==> src/rtl/conv_window_gen.sv <==
// Sliding K x K window generator for a raster-order pixel stream (stride 1, no padding).
// K-1 line delays feed the new right-hand column of the window; row/col counters gate validity.
module conv_window_gen #(
    parameter int unsigned DATA_WIDTH = 8,
    parameter int unsigned IMG_W      = 14,
    parameter int unsigned IMG_H      = 14,
    parameter int unsigned K          = 3
) (
    input  logic                          clk,
    input  logic                          rst_n,
    input  logic                          valid_i,
    input  logic [DATA_WIDTH-1:0]         data_i,
    output logic [K*K*DATA_WIDTH-1:0]     window_o,
    output logic                          valid_o,
    output logic                          last_o,
    output logic                          frame_done_o
);

    localparam int unsigned CW  = (IMG_W > 1) ? $clog2(IMG_W) : 1;
    localparam int unsigned RW  = (IMG_H > 1) ? $clog2(IMG_H) : 1;
    localparam int          KI  = int'(K);
    localparam int          DWI = int'(DATA_WIDTH);
    localparam logic [CW-1:0] COL_LAST = CW'(IMG_W - 1);
    localparam logic [RW-1:0] ROW_LAST = RW'(IMG_H - 1);

    logic [CW-1:0]            r_col;
    logic [RW-1:0]            r_row;
    logic [K*DATA_WIDTH-1:0]  w_col;
    logic                     w_pos_ok;
    logic                     w_last;

    assign w_last = (r_row == ROW_LAST) && (r_col == COL_LAST);

    generate
        if (K > 1) begin : g_lines
            localparam int          LINES = KI - 1;
            localparam int          WI    = int'(IMG_W);
            localparam logic [CW-1:0] COL_KM1 = CW'(K - 1);
            localparam logic [RW-1:0] ROW_KM1 = RW'(K - 1);

            logic [DATA_WIDTH-1:0] r_line [K-1][IMG_W];

            // Line delays carry no reset: their stale contents are masked by the counters.
            always_ff @(posedge clk) begin
                if (valid_i) begin
                    r_line[0][0] <= data_i;
                    for (int l = 1; l < LINES; l++) begin
                        r_line[l][0] <= r_line[l-1][WI-1];
                    end
                    for (int l = 0; l < LINES; l++) begin
                        for (int e = 1; e < WI; e++) begin
                            r_line[l][e] <= r_line[l][e-1];
                        end
                    end
                end
            end

            // Deepest line delay holds the oldest row, so it lands in window row 0.
            for (genvar i = 0; i < KI - 1; i++) begin : g_col
                assign w_col[i*DWI +: DWI] = r_line[KI-2-i][WI-1];
            end
            assign w_col[(KI-1)*DWI +: DWI] = data_i;

            assign w_pos_ok = (r_row >= ROW_KM1) && (r_col >= COL_KM1);
        end else begin : g_nolines
            assign w_col    = data_i;
            assign w_pos_ok = 1'b1;
        end
    endgenerate

    always_ff @(posedge clk) begin
        if (!rst_n) begin
            window_o     <= '0;
            valid_o      <= 1'b0;
            last_o       <= 1'b0;
            frame_done_o <= 1'b0;
            r_col        <= '0;
            r_row        <= '0;
        end else begin
            valid_o      <= valid_i && w_pos_ok;
            last_o       <= valid_i && w_last;
            frame_done_o <= valid_i && w_last;
            if (valid_i) begin
                for (int i = 0; i < KI; i++) begin
                    for (int j = 0; j < KI - 1; j++) begin
                        window_o[(i*KI+j)*DWI +: DWI] <= window_o[(i*KI+j+1)*DWI +: DWI];
                    end
                    window_o[(i*KI+KI-1)*DWI +: DWI] <= w_col[i*DWI +: DWI];
                end
                if (r_col == COL_LAST) begin
                    r_col <= '0;
                    r_row <= (r_row == ROW_LAST) ? '0 : r_row + RW'(1);
                end else begin
                    r_col <= r_col + CW'(1);
                end
            end
        end
    end

endmodule

==> config.mk <==
export PLATFORM = sky130hd
export DESIGN_NAME = conv_window_gen
export DESIGN_NICKNAME = d
export VERILOG_FILES = /design/src/rtl/conv_window_gen.sv
export SDC_FILE = /design/constraint.sdc
export NUM_CORES = 1
export LEC_CHECK = 0
export ABC_AREA = 1
export ABC_CLOCK_PERIOD_IN_PS = 1150
export BUFFER_PORTS_ARGS = -buffer_cell sky130_fd_sc_hd__buf_2
export CORE_UTILIZATION = 58
export DETAILED_ROUTE_END_ITERATION = 10
export MAX_ROUTING_LAYER = met4
export PLACE_DENSITY = 0.77
export SLEW_MARGIN = 20
export SYNTH_ARGS = -nofsm -noshare
export SYNTH_HDL_FRONTEND = slang
export SYNTH_SLANG_ARGS = --single-unit
==> constraint.sdc <==
create_clock -name clk -period 1.15 [get_ports clk]
set_input_delay 0.23 -clock clk [delete_from_list [all_inputs] [get_ports clk]]
set_output_delay 0.23 -clock clk [all_outputs]
set_load 0.01 [all_outputs]
Yosys cells after proc, flatten, opt, wreduce, memory -nomap -nowiden
Memory sizes are Yosys's and may differ from the RTL's.
Index checks and enable logic that the tools add are counted.
{"block": "word_totals", "inputBits": 11, "ramBits": 224, "regBits": 82, "memories": 1}
{"memory": "g_lines.r_line", "depth": 2, "word_bits": 112, "rd": 2, "rd_clocked_by_memory_dff": 0, "write_ports": 2, "line": "41", "rtl": "logic [DATA_WIDTH-1:0] r_line [K-1][IMG_W];"}
{"block": "op_classes", "n_addsub": 2, "n_eq_ne": 2, "mux": 4, "reduce_logical": 5, "order_cmp": 2}
{"cell": "adder 4 x 1 -> 4 bit (second input constant)", "count": 2}
{"cell": "== test 4 bit (second input constant)", "count": 2}
{"cell": ">= comparator 4 x 2 -> 1 bit (second input constant)", "count": 2}
{"cell": "2-to-1 mux 4 bit", "count": 2}
{"cell": "logical AND 1 bit", "count": 4}
{"cell": "2-to-1 mux 1 bit", "count": 2}
{"cell": "AND reduction 2 bit", "count": 1}

Longest topological paths before layout
{"block": "logic_depth", "ltp_word": 3, "ltp_mapped": 7, "ltp_nobuf": 6}

Worst setup path after synthesis
Ideal clock, no wire load.
{"block": "synth_path", "path_type": "reg2reg", "startpoint": "reg r_col[2]", "endpoint": "reg r_row[1]", "path_stages_with_launch": 6, "n_path_buf": 0, "synth_period_minus_slack_ns": 0.968, "path_slack_ns": 0.182, "required_ns": 1.027, "arrival_ns": 0.845, "path_cell_list": "dfxtp_1 -> nand3_2 -> nor2_8 -> inv_2 -> nand2_1 -> a21oi_1"}
{"block": "synth_between", "elab_chain_len": 2}
{"item": "start, declared", "line": "26", "rtl": "logic [CW-1:0] r_col;"}
{"item": "start signal, assigned", "line": "94", "rtl": "r_col <= r_col + CW'(1);"}
{"item": "== test 4 bit", "line": "90", "rtl": "if (r_col == COL_LAST) begin"}
{"item": "AND reduction 2 bit (no source line)"}
{"item": "end signal, assigned", "line": "92", "rtl": "r_row <= (r_row == ROW_LAST) ? '0 : r_row + RW'(1);"}
{"item": "end, declared", "line": "27", "rtl": "logic [RW-1:0] r_row;"}
No other way between the ends.
A chain may end at the register's enable or synchronous reset.

Worst setup path after layout
{"block": "layout_path", "startpoint": "reg window_o[46] (read register of g_lines.r_line)", "endpoint": "out window_o[46]"}
{"item": "start, declared", "line": "13", "rtl": "output logic [K*K*DATA_WIDTH-1:0] window_o,"}
No word-level cell between the ends.

==> results.md <==
* Status: complete, but fails checks
* Failing checks: negative setup slack
* Hold Violations, Final at 0
* Die Ht at 131 µm
* Combinational share of power at 6.0%
* Placer Congestion at 0.795
* Pleak at 0.00491 µW
* Synth cell types at 25
* ANT nets after route at 0
* # port buffers at 85
* Initial core utilization at 60.2%
* Diodes inserted at 0
* CTS Root Cell: clkbuf_16
* Hold Crit Start: rst_n
* Area share of the largest cell type after synthesis at 69.6%
* Max Cap Violations at 0
* Worst slew pin tran at 0.238 ns
* Initial antenna violation count at 0
* Worst Path Buf+Inv at 1
* Die ar. at 17,200 µm²
* Yosys reg bits at 306
* Worst setup EP type: primary output
* VDD IR-drop max at 1.43 mV
* Non-filler cells, final at 1,019
* Post-Synthesis Cell Area at 9670 µm²
* Synth area leader: edfxtp_1
* Layout cell share with drive strength beyond 1 at 37.5%
* Area Overhead vs Synth at 31.2%
* Warnings, synthesis at 0
* Mapped Nets at 607
* GR Util met1 at 29.0%
* Iter 0 DRT Violations at 363
* Power per cell area at 1890 nW/µm²
* WHS Endpoint: r_col[2]
* Sw Ratio at 20.6%
* Final nets at 791
* R2R Path Start: r_col[1]
* P_int at 19,000 µW
* Fmax at 803 MHz
* Seq/Total Area, Yosys at 86.6%
* Startpoint type of the worst setup path: flip-flop
* R2r setup slk at 0.11 ns
* Hold Crit Class: input port to flip-flop
* CTS tree: yes
* Routed len/inst at 18.7 µm
* Slew headroom at 84.0%
* CP delay by family, top: flip-flops
* RSZ-0062 raised after global routing: true
* TritonRoute pass-1 iters at 5
* DP HPWL at 8990 µm
* Post-Syn Area per Cell at 16.2 µm²
* GR Layer Usage met3 at 3.97%
* First-pass GRT wire length at 30,100 µm
* Worst R2R End: r_row[3]
* Largest net degree at the start of global routing at 41
* Worst Path Class, Setup: flip-flop to primary output
* Setup skew after layout at 0.0213 ns
* Tcrit/Tclk final at 108%
* Switching pwr at 4930 µW
* Worst Path Required at 0.92 ns
* I/O Pins at 86
* H-tree levels at 1
* Vias per Instance at 5.33
* Die X-Extent at 131 µm
* CP peak stage delay at 0.36 ns
* Placed Area at 10,600 µm²
* Clock Sinks at 306
* CP cell instances: buf_6
* Area contributors post-synth: edfxtp_1 70%, dfxtp_1 17%, nor2_1 5.7%, o21ai_0 3.8%, clkbuf_1 0.47%
* R2R cell count at 6
* Setup ws final at -0.0958 ns
* Final Util at 79.0%
* Part of the power in the clock network at 40.3%
* Number of remaining DRC errors at 0
* WHS Path Cells at 3
* Crit-path slowest cell: dfxtp_2
* Clock transition at path regs at 0.07 ns
* Final setup viols at 77
* Slew Limit Fails at 0
* CTS Buf Count at 29
* Critical-path maximum fanout at 3
* Clk_lat worst skew at 0.54 ns
* Vias in the first global route at 5,567
* Core region area at 16,100 µm²
* Register area at 8480 µm²
* Mapped Cells at 596
* Drt total wl at 19,100 µm
* Global Route met2 Usage at 39.2%
* Clock buffer depth at 3
* Grt ovf at 0
* Gr busiest metal: met2
* Row count at 46
* Fillers at 773
* Routed via count at 5,434
* Worst hold slack at 0.163 ns
* Seq pwr share at 53.7%
* GRT Total Usage at 23.3%
* Placed cells at 903
* Multi-input logic area at 1150 µm²
* Critical Path AT at 1.02 ns
* Fin crit period at 1.25 ns
* Crit path launch: window_o[46]
* Fin area at 12,700 µm²
[what timing repair did]
action	4_1_cts	5_1_grt
cloned	0	0
buffers inserted	38	15
hold buffers	9	0
endpoints found under the hold margin	17	0
endpoints found under the setup margin	75	146
gates resized for setup	149	50
[cell families (layout without fill, tap and decap cells)]
logic type	after synthesis	after routing	synth area share [%]
DFF	306	306	86.6
and+or+nand+nor	174	174	7.51
AOI/OAI and AO/OA	81	81	4.23
buffers and inverters	34	241	1.60
xor gates and xnor gates	1	1	0.0906
[worst min-delay path: cells and delay by family]
kind	cells	cell delay, ns
AND/OR/NAND/NOR	1	0.07
buffers and inverters	2	0.36
[power by group through the flow]
stage                     Combinational (µW)  Sequential (µW)  Clock [µW]
after floorplan                          303            13000           0
after global placement                   888            13000           0
after detailed placement                 929            13000           0
after CTS                               1280            12800        9710
after global routing                    1520            12900       10300
final                                   1420            12900        9660
[layout make-up]
| type | count | area share, % |
|---|---|---|
| flip-flops and latches | 306 | 66.8 |
| inverters | 9 | 0.266 |
| clock buffers | 40 | 6.28 |
| clock inverters | 14 | 1.36 |
| repair buffers | 178 | 14.0 |
| well taps | 216 | 2.13 |
| multi-input cells | 256 | 9.11 |
[synth_stat cells, drive strengths merged]
master / n
o21ai: 75
nand4: 2
nor2: 148
buf: 10
xnor2: 1
dfxtp: 82
nand2: 12
nor3: 5
edfxtp: 224
nor4: 1
nand3: 6
a21oi: 6
clkbuf: 15
inv: 9
[layout by cell type (no fill, tap or decap), drive strengths merged, types with 8 or more instances in the layout]
| master | n |
|---|---|
| buf | 169 |
| clkbuf | 40 |
| clkinv | 8 |
| dfxtp | 82 |
| dlygate4sd3 | 9 |
| edfxtp | 224 |
| inv | 10 |
| nand2 | 12 |
| nor2 | 148 |
| o21ai | 75 |
[metal layers]
layer	wire length, µm	vias up
li1	-	2482
met1	7690	2696
met2	9860	212
met3	1070	44
met4	449	0
met5	0	-
[flip-flops by register name (all words and copies together) (netlist names)]
register,flops
r_row,4
r_col,4
window_o,72
valid_o,1
frame_done_o,1
g_lines.r_line,224
[stage by stage]
stage | TNS, ns | total power [µW] | worst slack [ns]
after global placement | 0 | 13900 | 0.0800
final | -4.65 | 23900 | -0.0958
after floorplan | 0 | 13300 | 0.182
after global routing | -7.00 | 24700 | -0.121
after CTS | -5.41 | 23800 | -0.101
after detailed placement | 0 | 13900 | 0.0441
[worst max-delay path by stage]
stage,cells past startpoint,slack (ns),endpoint
CTS,1,-0.10,window_o[33]
global route,1,-0.12,window_o[34]
global placement,3,0.08,g_lines.r_line[1][10]
floorplan,5,0.18,r_row[1]
detailed placement,3,0.04,g_lines.r_line[1][34]
finish,1,-0.1,window_o[46]
(Power assumes the default switching activity.)
